<file path="src/rtl/hvac_pkg.sv">
// Shared encodings for the HVAC actuator sequencer and its fan stage.
// Latency: n/a (types and constants only).
// Backpressure: n/a.
package hvac_pkg;

    // Sequencer states; the numeric values are visible on state_o.
    typedef enum logic [1:0] {
        ST_OFF   = 2'd0,
        ST_RUN   = 2'd1,
        ST_PURGE = 2'd2
    } state_t;

    // Fan speed codes from the comparator; 2'b11 is treated as high.
    localparam logic [1:0] SPD_OFF  = 2'b00;
    localparam logic [1:0] SPD_LOW  = 2'b01;
    localparam logic [1:0] SPD_HIGH = 2'b10;

    // Latched element selection while running.
    localparam logic MODE_HEAT = 1'b0;
    localparam logic MODE_COOL = 1'b1;

endpackage

</file>
<file path="src/rtl/hvac_fan_pwm.sv">
// Fan drive: ramps the duty toward a target and turns it into a PWM waveform.
// Latency: duty moves on tick edges; fan_pwm is registered one clk behind the counter.
// Backpressure: none; target_duty is a level sampled every clk.
//
// Ports:
//   clk, rst_n   - clock, synchronous active-low reset
//   tick         - timebase strobe; the ramp only moves on tick cycles
//   target_duty  - duty the ramp heads toward
//   fan_pwm      - registered PWM output, high while counter < duty
//   fan_duty     - current ramped duty
module hvac_fan_pwm #(
    parameter int PWM_BITS  = 8,
    parameter int RAMP_STEP = 16
) (
    input  logic                clk,
    input  logic                rst_n,
    input  logic                tick,
    input  logic [PWM_BITS-1:0] target_duty,
    output logic                fan_pwm,
    output logic [PWM_BITS-1:0] fan_duty
);

    localparam logic [PWM_BITS-1:0] STEP = PWM_BITS'(RAMP_STEP);

    logic [PWM_BITS-1:0] duty_q, duty_d;
    logic [PWM_BITS-1:0] pwm_cnt_q, pwm_cnt_d;
    logic                fan_pwm_q, fan_pwm_d;

    always_comb begin
        duty_d = duty_q;
        // Differences are taken in the direction that cannot underflow, so the
        // duty lands exactly on the target and never wraps.
        if (tick) begin
            if (target_duty > duty_q) begin
                duty_d = ((target_duty - duty_q) > STEP) ? (duty_q + STEP) : target_duty;
            end else if (target_duty < duty_q) begin
                duty_d = ((duty_q - target_duty) > STEP) ? (duty_q - STEP) : target_duty;
            end
        end

        // Free-running counter wraps naturally at 2^PWM_BITS.
        pwm_cnt_d = pwm_cnt_q + 1'b1;
        fan_pwm_d = (pwm_cnt_q < duty_q);
    end

    always_ff @(posedge clk) begin
        if (!rst_n) begin
            duty_q    <= '0;
            pwm_cnt_q <= '0;
            fan_pwm_q <= 1'b0;
        end else begin
            duty_q    <= duty_d;
            pwm_cnt_q <= pwm_cnt_d;
            fan_pwm_q <= fan_pwm_d;
        end
    end

    assign fan_pwm  = fan_pwm_q;
    assign fan_duty = duty_q;

endmodule

</file>
<file path="src/rtl/hvac_actuator_seq.sv">
// HVAC actuator sequencer: min on-time, fan purge, anti-short-cycle lockout.
// Latency: enables/state registered, one clk after a qualifying request.
// Backpressure: none; requests are levels, sampled every clk.
//
// Ports:
//   clk, rst_n          - clock, synchronous active-low reset
//   tick                - timebase strobe for all tick counters and the fan ramp
//   heat_req, cool_req  - comparator requests (both high = conflict, ignored)
//   speed_req           - comparator fan speed code
//   heat_en, cool_en    - registered element enables, mutually exclusive
//   fan_pwm, fan_duty   - fan PWM drive and current ramped duty
//   state_o             - OFF=0, RUN=1, PURGE=2
//   fault               - sticky conflicting-request flag
module hvac_actuator_seq
    import hvac_pkg::*;
#(
    parameter int PWM_BITS      = 8,
    parameter int DUTY_LOW      = 96,
    parameter int DUTY_HIGH     = 255,
    parameter int RAMP_STEP     = 16,
    parameter int MIN_ON_TICKS  = 10,
    parameter int PURGE_TICKS   = 4,
    parameter int MIN_OFF_TICKS = 8
) (
    input  logic                clk,
    input  logic                rst_n,
    input  logic                tick,
    input  logic                heat_req,
    input  logic                cool_req,
    input  logic [1:0]          speed_req,
    output logic                heat_en,
    output logic                cool_en,
    output logic                fan_pwm,
    output logic [PWM_BITS-1:0] fan_duty,
    output logic [1:0]          state_o,
    output logic                fault
);

    if (MIN_ON_TICKS < 1 || MIN_ON_TICKS > 255) begin : g_bad_min_on
        $error("MIN_ON_TICKS must be 1..255");
    end
    if (PURGE_TICKS < 1 || PURGE_TICKS > 255) begin : g_bad_purge
        $error("PURGE_TICKS must be 1..255");
    end
    if (MIN_OFF_TICKS < 0 || MIN_OFF_TICKS > 255) begin : g_bad_min_off
        $error("MIN_OFF_TICKS must be 0..255");
    end

    localparam logic [7:0]          MIN_ON  = 8'(MIN_ON_TICKS);
    localparam logic [7:0]          PURGE_T = 8'(PURGE_TICKS);
    localparam logic [7:0]          MIN_OFF = 8'(MIN_OFF_TICKS);
    localparam logic [PWM_BITS-1:0] D_LOW   = PWM_BITS'(DUTY_LOW);
    localparam logic [PWM_BITS-1:0] D_HIGH  = PWM_BITS'(DUTY_HIGH);

    state_t              state_q, state_d;
    logic                mode_q, mode_d;
    logic [1:0]          speed_q, speed_d;
    logic [7:0]          on_cnt_q, on_cnt_d;
    logic [7:0]          purge_cnt_q, purge_cnt_d;
    logic [7:0]          off_cnt_q, off_cnt_d;
    logic                fault_q, fault_d;
    logic                heat_en_q, heat_en_d;
    logic                cool_en_q, cool_en_d;

    logic                conflict;
    logic                req_any;
    logic                req_mode;
    logic [PWM_BITS-1:0] target_duty;

    // A conflicting pair counts as no request at all.
    assign conflict = heat_req & cool_req;
    assign req_any  = heat_req ^ cool_req;
    assign req_mode = cool_req ? MODE_COOL : MODE_HEAT;

    always_comb begin
        state_d     = state_q;
        mode_d      = mode_q;
        on_cnt_d    = on_cnt_q;
        purge_cnt_d = purge_cnt_q;
        off_cnt_d   = off_cnt_q;
        fault_d     = fault_q | conflict;

        case (state_q)
            ST_OFF: begin
                if (tick && off_cnt_q != 8'd0) begin
                    off_cnt_d = off_cnt_q - 8'd1;
                end
                // Lockout is judged on the pre-edge count, so a request waits
                // one more edge after the last lockout tick.
                if (req_any && off_cnt_q == 8'd0) begin
                    state_d  = ST_RUN;
                    mode_d   = req_mode;
                    on_cnt_d = 8'd0;
                end
            end
            ST_RUN: begin
                if (tick && on_cnt_q != MIN_ON) begin
                    on_cnt_d = on_cnt_q + 8'd1;
                end
                // Dropped or reversed requests are ignored until min on-time;
                // a reversal always goes through PURGE and the lockout.
                if (!(req_any && req_mode == mode_q) && on_cnt_q == MIN_ON) begin
                    state_d     = ST_PURGE;
                    purge_cnt_d = PURGE_T;
                    off_cnt_d   = MIN_OFF;
                end
            end
            ST_PURGE: begin
                if (tick) begin
                    if (off_cnt_q != 8'd0) begin
                        off_cnt_d = off_cnt_q - 8'd1;
                    end
                    purge_cnt_d = purge_cnt_q - 8'd1;
                    if (purge_cnt_q == 8'd1) begin
                        state_d = ST_OFF;
                    end
                end
            end
            default: begin
                state_d = ST_OFF;
            end
        endcase

        // Speed is tracked only while running; elsewhere the target ignores it.
        speed_d = (state_d == ST_RUN) ? speed_req : speed_q;

        // Enables derive from the next state and mode, so they can never overlap.
        heat_en_d = (state_d == ST_RUN) && (mode_d == MODE_HEAT);
        cool_en_d = (state_d == ST_RUN) && (mode_d == MODE_COOL);

        case (state_q)
            ST_RUN:   target_duty = (speed_q == SPD_OFF || speed_q == SPD_LOW) ? D_LOW : D_HIGH;
            ST_PURGE: target_duty = D_LOW;
            default:  target_duty = '0;
        endcase
    end

    always_ff @(posedge clk) begin
        if (!rst_n) begin
            state_q     <= ST_OFF;
            mode_q      <= MODE_HEAT;
            speed_q     <= SPD_OFF;
            on_cnt_q    <= 8'd0;
            purge_cnt_q <= 8'd0;
            off_cnt_q   <= 8'd0;
            fault_q     <= 1'b0;
            heat_en_q   <= 1'b0;
            cool_en_q   <= 1'b0;
        end else begin
            state_q     <= state_d;
            mode_q      <= mode_d;
            speed_q     <= speed_d;
            on_cnt_q    <= on_cnt_d;
            purge_cnt_q <= purge_cnt_d;
            off_cnt_q   <= off_cnt_d;
            fault_q     <= fault_d;
            heat_en_q   <= heat_en_d;
            cool_en_q   <= cool_en_d;
        end
    end

    hvac_fan_pwm #(
        .PWM_BITS  (PWM_BITS),
        .RAMP_STEP (RAMP_STEP)
    ) u_fan (
        .clk         (clk),
        .rst_n       (rst_n),
        .tick        (tick),
        .target_duty (target_duty),
        .fan_pwm     (fan_pwm),
        .fan_duty    (fan_duty)
    );

    assign heat_en = heat_en_q;
    assign cool_en = cool_en_q;
    assign state_o = state_q;
    assign fault   = fault_q;

endmodule

</file>
<file path="config.mk">
export PLATFORM = sky130hd
export DESIGN_NAME = hvac_actuator_seq
export DESIGN_NICKNAME = d
export VERILOG_FILES = /design/src/rtl/hvac_pkg.sv /design/src/rtl/hvac_fan_pwm.sv /design/src/rtl/hvac_actuator_seq.sv
export SDC_FILE = /design/constraint.sdc
export NUM_CORES = 1
export LEC_CHECK = 0
export CORE_ASPECT_RATIO = 1.5
export CORE_UTILIZATION = 35
export CTS_CLUSTER_SIZE = 12
export DETAILED_ROUTE_END_ITERATION = 10
export HOLD_SLACK_MARGIN = 0.12
export PLACE_DENSITY_LB_ADDON = 0.15
export SKIP_CTS_REPAIR_TIMING = 1
export SLEW_MARGIN = 40
export SYNTH_ARGS = -nofsm -noshare
export SYNTH_HDL_FRONTEND = slang
export SYNTH_HIERARCHICAL = 1
export SYNTH_SLANG_ARGS = --single-unit
</file>
<file path="constraint.sdc">
create_clock -name clk -period 6.2 [get_ports clk]
set_input_delay 1.24 -clock clk [delete_from_list [all_inputs] [get_ports clk]]
set_output_delay 1.24 -clock clk [all_outputs]
set_load 0.005 [all_outputs]
</file>
==> impl_metrics.ini, run 1 <==
[setup_path]
endpoint_kind = register
rr_startpoint = state_o[1]
cp-startpoint = state_o[1]
endpoint = u_fan/fan_duty[7]
rr_endpoint = u_fan/fan_duty[7]
critPathArrivalTime_ns = 4.61
crit_fanout = 20
cp.required_ns = 6.37
reg2reg_depth = 12
reg2reg_slack_ns = 1.76
worst_setup_path_start_kind = register
critPathKind = reg -> reg

[flow_run]
drv_cap = 0

[finish]
ff_latch_area_um2 = 961
multi_input_area_mm2 = 0.00225
fin_nets = 457
syn_to_final_growth_pct = 12.4
fin_area_mm2 = 0.00382
diodes = 0
fillers = 995
drive_gt1_share_pct = 6.76

[sta]
finalSetupViolCount = 0
period_share_pct = 71.6
min_period_ns = 4.44
hold_viol = 0
slew_viol_final = 0
finalClockSkew_ns = 0.00426
rsz0062_at_grt = false
setup_tns_ns = 0
hold-worst-slack_ns = 0.460
worst_pin_slew_ns = 0.767
max_freq_mhz = 225
slew_headroom_pct = 48.7

[detailed_routing]
ant_nets = 0
drt_iter0_drc = 117
wl_per_cell_um = 14.8
drc = 0
avgViaCountPerCell = 5.43
wl_um = 7800
firstDrtPassIters = 4
num_vias = 2856

[floorplan]
rows = 43
die_y_um = 123
die_x_um = 82.5
coreArea_mm2 = 0.00936
initial_utilization_pct = 36.3
io_pins = 21
die_area_mm2 = 0.0101

[yosys]
async_flop_share_pct = 0
ys_ff_latch = 48
synth_common_cells = 48 x dfxtp_1, 36 x ha_1, 33 x inv_1
synth_nets = 442
synth.avg_cell_area_um2 = 8.54
seq_area_frac_synth_pct = 28.3
syn-cell-area_mm2 = 0.00340
synth_top_area_share_pct = 28.3
synth_cells = 398
synth_edf_count = 0
synthTopCellsByArea = dfxtp_1 28%, ha_1 13%, inv_1 3.6%
synth_cell_type_count = 59
yosys.area.top_type = dfxtp_1
yosysWarnings = 6
synthFlopType = dfxtp_1
yosysMostFrequentCell = dfxtp_1

[clock_network]
cts_buffer_depth = 2
cts_buffers = 5
root_buffer = clkbuf_16
clk_pin_slew_worst_paths_ns = 0.07
cts_tree = done
clock-sinks = 48
clk_latency_ns = 0.29
h-tree-depth = 2

[global_routing]
grt_pass1_wl_um = 12500
grt_pass1_vias = 2773
overflow = 0
grt_antenna_before_repair = 0
globalRouteTotalUtil_pct = 16.3
grt_max_degree = 21

[power_and_ir_drop]
leakage_nw = 1.53
irDropWorstVdd_mv = 0.248
total_power_mw = 1.80
p_per_area_mw_per_mm2 = 470

[place]
io_buffers = 19
dp_hpwl_um = 5930
dpl_cell_area_mm2 = 0.00367
place_congestion = 0.852

[status]
status = finished clean

[worst_hold_path]
hp-class = reg -> reg
[worst max-delay path, cell delays in order, from the launching register on]
cell and delay (ns):
dfxtp_1 0.35, inv_1 0.12, ha_1 0.63, and3_1 0.76
ha_1 0.47, and3_4 0.25, a221o_1 0.35, a21o_1 0.19
a21o_1 0.18, nand2_1 0.13, mux2_2 0.43, a221oi_1 0.34
a31oi_1 0.13
[where the power goes]
part           leakage, nW  switching, mW  internal, mW
Combinational         1.08          0.594         0.469
Clock               0.0660          0.124         0.150
Sequential           0.391         0.0722         0.386
Total                 1.53          0.790          1.01
[routing by layer]
layer  vias up  GRT usage (%)  wire (µm)
met3        16           2.38        207
met5         -              0          0
li1       1460              -          -
met1      1338           17.0       3280
met2        42           30.6       4090
met4         0           7.89        225
[stage by stage]
| stage | std cells | worst slack, ns | util (%) |
|---|---|---|---|
| 2_1_floorplan | 398 | 2.24 | - |
| 3_3_place_gp | 517 | 1.92 | 39.1 |
| 3_5_place_dp | 518 | 1.82 | 39.3 |
| 4_1_cts | 526 | 1.81 | 40.8 |
| 5_1_grt | 526 | 1.49 | 40.8 |
| 6_report | 526 | 1.76 | 40.8 |
[worst min-delay path by stage]
| stage | depth (start not counted) | endpoint | startpoint |
|---|---|---|---|
| after CTS | 2 | speed_q[1] | speed_q[1] |
| after global routing | 1 | u_fan/pwm_cnt_q[0] | u_fan/pwm_cnt_q[0] |
| after detailed placement | 1 | fault | fault |
| final | 1 | fault | fault |
| after global placement | 1 | fault | fault |
| after floorplan | 1 | u_fan/pwm_cnt_q[0] | u_fan/pwm_cnt_q[0] |
[kinds of logic (layout without fill, tap and decap cells)]
family	after synthesis	in the layout	synth area share, %
AND/OR/NAND/NOR	126	126	20.2
AO/OA/AOI/OAI	103	103	21.4
flip-flops	48	48	28.3
buffers and inverters	45	61	5.67
adder cells (fa/ha/maj)	37	37	13.8
XOR/XNOR	27	27	6.95
multiplexers	12	12	3.64
[state kept, by name, indices dropped and copies added, names as in the netlist]
name             count
u_fan/fan_duty       8
on_cnt_q             8
speed_q              1
u_fan/pwm_cnt_q      8
off_cnt_q            8
fault                1
heat_en              1
u_fan/fan_pwm        1
state_o              2
mode_q               1
purge_cnt_q          8
cool_en              1
[layout make-up]
cell class              count  share of cell area (%)
multi-input cells         305                    58.9
flip-flops and latches     48                    25.1
repair buffers             20                    5.17
well taps                 112                    3.66
clock buffers               5                    3.27
inverters                  33                    3.24
clock inverters             3                   0.622
[cell usage in the layout (no fill, tap or decap), types with 3 or more instances in the layout]
master,netlist,routed
or2_2,5,5
mux2_2,3,3
nor2_1,30,30
o21a_1,5,5
inv_1,33,33
and3_1,9,9
xor2_1,14,14
a221oi_1,3,3
a21oi_1,23,23
clkbuf_16,0,5
dfxtp_1,48,48
a21o_1,12,12
nor2b_1,6,6
o2111ai_1,3,3
mux2i_1,9,9
nand4_1,3,3
and2_1,9,9
o211ai_1,7,7
a211oi_1,6,6
xnor2_1,13,13
nand2_1,14,14
a31oi_1,4,4
or3_1,5,5
clkdlybuf4s50_1,0,19
nand3_1,14,14
o21ai_0,17,17
or4_1,3,3
ha_1,36,36
nand2b_1,4,4
a2111oi_0,4,4
nor3_1,10,10
Power figures use the tool's default switching activity.
==> run 2: changes to the inputs <==
==> constraint.sdc (replaced) <==
create_clock -name clk -period 4.56 [get_ports clk]
set_input_delay 0.912 -clock clk [delete_from_list [all_inputs] [get_ports clk]]
set_output_delay 0.912 -clock clk [all_outputs]
set_load 0.005 [all_outputs]
==> run 2 against run 1 <==
Effect of this change: non-clock buffer count rose by 2; first-iteration DRC count fell by 8.5%; clock skew rose by 0.0058 ns; critical path depth rose by 3; critical path type unchanged; critical endpoint unchanged.
==> impl_metrics.ini, run 2 (synthesized netlist as in run 1, its figures left out) <==
[status]
status = finished clean

[detailed_routing]
wl_per_cell_um = 14.6
firstDrtPassIters = 4
avgViaCountPerCell = 5.44
drt_iter0_drc = 107
wl_met1_um = 3130
wl_um = 7690
num_vias = 2870
wl_met3_um = 206
ant_nets = 0
drc = 0
top_layer_used = met4
wl_met2_um = 4200

[setup_path]
critPathArrivalTime_ns = 4.33
crit_fanout = 18
worst_setup_path_start_kind = register
crit_cells = 15
path_cells = inv_1 -> ha_1 -> and3_1 -> inv_1 -> ha_1 -> inv_1 -> fa_1 -> a21o_1 -> a221o_1 -> a21o_1 -> a21o_1 -> nand2_1 -> mux2_2 -> a221oi_1 -> a31oi_1
critPathKind = reg -> reg
slowest_stage = and3_1
cp.required_ns = 4.73
cp_top_family = compound AO/OA/AOI/OAI gates
reg2reg_depth = 15
slowest_delay_ns = 0.46
endpoint_kind = register
crit_buf_inv = 3

[finish]
fin_util_pct = 41.2
multi_input_area_mm2 = 0.00225
drive_gt1_share_pct = 7.21
layout_common_cells = 48 x dfxtp_1, 36 x ha_1, 33 x inv_1
final_common_cell = dfxtp_1
fin_nets = 459
diodes = 0
fillers = 996
fin_area_mm2 = 0.00386
syn_to_final_growth_pct = 13.5
ff_latch_area_um2 = 961

[flow_run]
drv_cap = 0

[sta]
rsz0062_at_grt = false
slew_viol_final = 0
min_period_ns = 4.17
worst_slack_ns = 0.395
hold_viol = 0
finalClockSkew_ns = 0.0101
setup_tns_ns = 0
hold-worst-slack_ns = 0.456
finalSetupViolCount = 0
period_share_pct = 91.3
max_freq_mhz = 240
slew_headroom_pct = 48.6
worst_pin_slew_ns = 0.762

[clock_network]
root_buffer = clkbuf_16
clock-sinks = 48
clk_pin_slew_worst_paths_ns = 0.06
clk_latency_ns = 0.29
h-tree-depth = 2
cts_buffer_depth = 2
cts_tree = done
cts_buffers = 5

[global_routing]
globalRouteTotalUtil_pct = 16.2
grt_pass1_wl_um = 12600
overflow = 0
grt_antenna_before_repair = 0
grt_pass1_vias = 2786
grt_max_degree = 21

[floorplan]
coreArea_mm2 = 0.00936
initial_utilization_pct = 36.3
io_pins = 21
die_area_mm2 = 0.0101
rows = 43
die_x_um = 82.5
die_y_um = 123

[worst_hold_path]
hp-class = reg -> reg
hold_path_depth = 1

[power_and_ir_drop]
leakage_nw = 1.56
p_sw_mw = 1.07
p_per_area_mw_per_mm2 = 648
clkPwrFrac_pct = 17.2
internal_power_mw = 1.43
power_frac_comb_pct = 57.8
p_seq_share_pct = 25.0
irDropWorstVdd_mv = 0.369
power.share.switching_pct = 42.7

[place]
dp_slack_ns = 0.421
dpl_cell_area_mm2 = 0.00368
dp_hpwl_um = 5920
io_buffers = 19
place_congestion = 0.853
[run 2: cell count changes in the layout (fill, tap and decap cells not counted), sizes merged]
cell,before,now
clkinvlp,2,0
buf,1,2
bufinv,0,1
clkbuf,5,6
clkinv,1,2
[run 2: final timing paths]
path	from	end	slack, ns
worst min-delay path	fault	fault	0.46
worst max register to register	state_o[0]	u_fan/fan_duty[7]	0.39
worst max-delay path	state_o[0]	u_fan/fan_duty[7]	0.39
worst min register to register	fault	fault	0.46
[run 2: per-layer routing]
metal  track usage [%]  up-vias
li1                  -     1475
met1              16.6     1355
met2              31.6       30
met3              2.23       10
met4              6.03        0
met5                 0        -
[run 2: through the flow]
| stage | total power [mW] | cells |
|---|---|---|
| 2_1_floorplan | 1.75 | 398 |
| 6_report | 2.50 | 528 |
| 3_3_place_gp | 2.06 | 519 |
| 5_1_grt | 2.72 | 528 |
| 3_5_place_dp | 2.09 | 519 |
| 4_1_cts | 2.53 | 527 |
[run 2: area by class of cell]
type | count | area share [%]
well taps | 112 | 3.63
clock inverters | 3 | 1.23
clock buffers | 5 | 3.24
inverters | 33 | 3.21
repair buffers | 22 | 5.45
flip-flops and latches | 48 | 24.9
multi-input cells | 305 | 58.3
[run 2: worst reg2reg max path, delay by kind of cell, from the launching register on]
| kind | cells | cell delay (ns) |
|---|---|---|
| compound gates | 6 | 1.36 |
| fa+ha+maj | 3 | 0.99 |
| simple gates | 2 | 0.58 |
| mux | 1 | 0.42 |
| flops | 1 | 0.40 |
| buf+inv | 3 | 0.30 |
[run 2: power groups by stage]
| stage | clock network (mW) | registers (mW) | logic (mW) |
|---|---|---|---|
| 3_5_place_dp | 0 | 0.637 | 1.45 |
| 2_1_floorplan | 0 | 0.610 | 1.14 |
| 6_report | 0.430 | 0.625 | 1.45 |
| 3_3_place_gp | 0 | 0.633 | 1.43 |
| 5_1_grt | 0.455 | 0.644 | 1.62 |
| 4_1_cts | 0.442 | 0.628 | 1.46 |
==> patch, RTL diff (flow settings as in run 1) <==
Register the output `fan_duty`, cleared by the reset; this adds one clock of latency there. The other outputs are not delayed to match.
--- a/src/rtl/hvac_actuator_seq.sv
+++ b/src/rtl/hvac_actuator_seq.sv
@@ -35,6 +35,8 @@
     output logic [1:0]          state_o,
     output logic                fault
 );
+
+    logic [PWM_BITS-1:0] fan_duty_d;
 
     if (MIN_ON_TICKS < 1 || MIN_ON_TICKS > 255) begin : g_bad_min_on
         $error("MIN_ON_TICKS must be 1..255");
@@ -168,7 +170,7 @@
         .tick        (tick),
         .target_duty (target_duty),
         .fan_pwm     (fan_pwm),
-        .fan_duty    (fan_duty)
+        .fan_duty    (fan_duty_d)
     );
 
     assign heat_en = heat_en_q;
@@ -176,5 +178,13 @@
     assign state_o = state_q;
     assign fault   = fault_q;
 
+    always_ff @(posedge clk) begin
+        if (!rst_n) begin
+            fan_duty <= '0;
+        end else begin
+            fan_duty <= fan_duty_d;
+        end
+    end
+
 endmodule
 
Formal check against the unedited RTL: not equivalent (a bounded check fails within 4 cycles, from zero or initial values and one cycle with rst_n low).
==> patch against run 1 <==
Sequential cell count is 8 higher. Design area is 7.5% higher. Worst setup slack better by 14 ps. Wire length is 11% higher. Power is 4.1% higher. Fmax is 0.32% higher. Area after synthesis is 7.5% higher. Combinational power is 5% lower. Critical path type unchanged.
==> patch: results (changes against run 1) <==
status - complete, no violations (unchanged)
Worst Path Arrival - 4600 ps (was 4610 ps)
fraction of layout cells with a size suffix above 1 - 0.0569 (was 0.0676)
Max Clock Skew - 8.02 ps (was 4.26 ps)
gr usage total - 0.166 (was 0.163)
Peak VDD IR - 0.130 mV (was 0.248 mV)
Worst Max-Slew Pin Slew - 764 ps (was 767 ps)
DP HPWL - 6.54 mm (was 5.93 mm)
detailed-route wire length - 8.68 mm (was 7.80 mm)
pin count of the biggest net entering global routing - 27 (was 21)
Synth async-reset ratio - 0 (unchanged)
vias in the first global route - 2949 (was 2773)
internal cell power - 1.09 mW (was 1.01 mW)
sequential fraction of the synthesis area - 0.307 (was 0.283)
LEAKAGE - 1.63 nW (was 1.53 nW)
Ys Warns - 6 (unchanged)
Cell variety after synth - 62 (was 59)
DRT Pass-1 Iters - 4 (unchanged)
routed via count - 3073 (was 2856)
FILL cells - 1045 (was 995)
GP Congestion - 0.828 (was 0.852)
Post-Syn Nets - 469 (was 442)
clock latency on the worst-skew pair - 300 ps
worst slack at placement - 1830 ps (was 1820 ps)
fin nets - 483 (was 457)
DRT iter0 DRCs - 97 (was 117)
crit path max fanout - 18 (was 20)
Cell Area, Placed - 3930 um2 (was 3670 um2)
first-pass GRT wire length - 14.1 mm (was 12.5 mm)
Synth top cells by count - dfxtp_1, ha_1, inv_1 (unchanged)
patch: final timing paths:
| check | cells after the start | endpoint | slack, ps |
|---|---|---|---|
| worst max-delay path | 12 | u_fan/fan_duty[7]$_SDFFE_PN0P_ | 1770 |
| worst min-delay path | 1 | u_fan/pwm_cnt_q[0]$_SDFF_PN0_ | 460 |
| worst max register to register | 12 | u_fan/fan_duty[7]$_SDFFE_PN0P_ | 1770 |
| worst min register to register | 1 | u_fan/pwm_cnt_q[0]$_SDFF_PN0_ | 460 |
patch: power groups by stage:
stage | Sequential [mW] | Clock (mW) | Combinational (mW)
3_5_place_dp | 0.508 | 0 | 1.00
3_3_place_gp | 0.506 | 0 | 0.990
4_1_cts | 0.500 | 0.374 | 1.01
2_1_floorplan | 0.492 | 0 | 0.772
5_1_grt | 0.510 | 0.390 | 1.12
6_report | 0.499 | 0.364 | 1.01
patch: logic make-up after synthesis:
family	count (synthesis)	synth area share
simple gates	139	0.215
compound gates	111	0.207
flops	56	0.307
buf+inv	48	0.0564
fa+ha+maj	37	0.129
xor+xnor	21	0.0503
mux	13	0.0366
patch: critical path, stage by stage (launching register included):
cell	delay, ps
dfxtp_1	350
inv_1	100
ha_1	580
and3_1	740
ha_1	480
and3_4	250
a221o_1	360
a21o_1	190
a21o_1	180
nand2_1	120
mux2_2	440
a221oi_1	360
a31oi_1	130
patch: stage by stage:
step / hold slack [ps] / instances / util
4_1_cts: 463 / 556 / 0.406
3_5_place_dp: 447 / 549 / 0.387
2_1_floorplan: 421 / 425 / -
6_report: 460 / 556 / 0.406
3_3_place_gp: 447 / 549 / 0.387
5_1_grt: 501 / 556 / 0.406
patch: final cells by class:
| class | count | area [um2] | share of cell area |
|---|---|---|---|
| timing repair buffer | 20 | 198 | 0.0481 |
| clock buffer | 5 | 125 | 0.0304 |
| sequential | 56 | 1120 | 0.273 |
| inverter | 35 | 131 | 0.0320 |
| multi-input combinational | 321 | 2330 | 0.567 |
| clock inverter | 2 | 60.1 | 0.0146 |
| tap | 117 | 146 | 0.0356 |
patch: per-layer routing:
| metal | wire (um) | track usage |
|---|---|---|
| met3 | 172 | 0.0252 |
| met1 | 3500 | 0.173 |
| met5 | 0 | 0 |
| met2 | 4770 | 0.322 |
| met4 | 239 | 0.0716 |
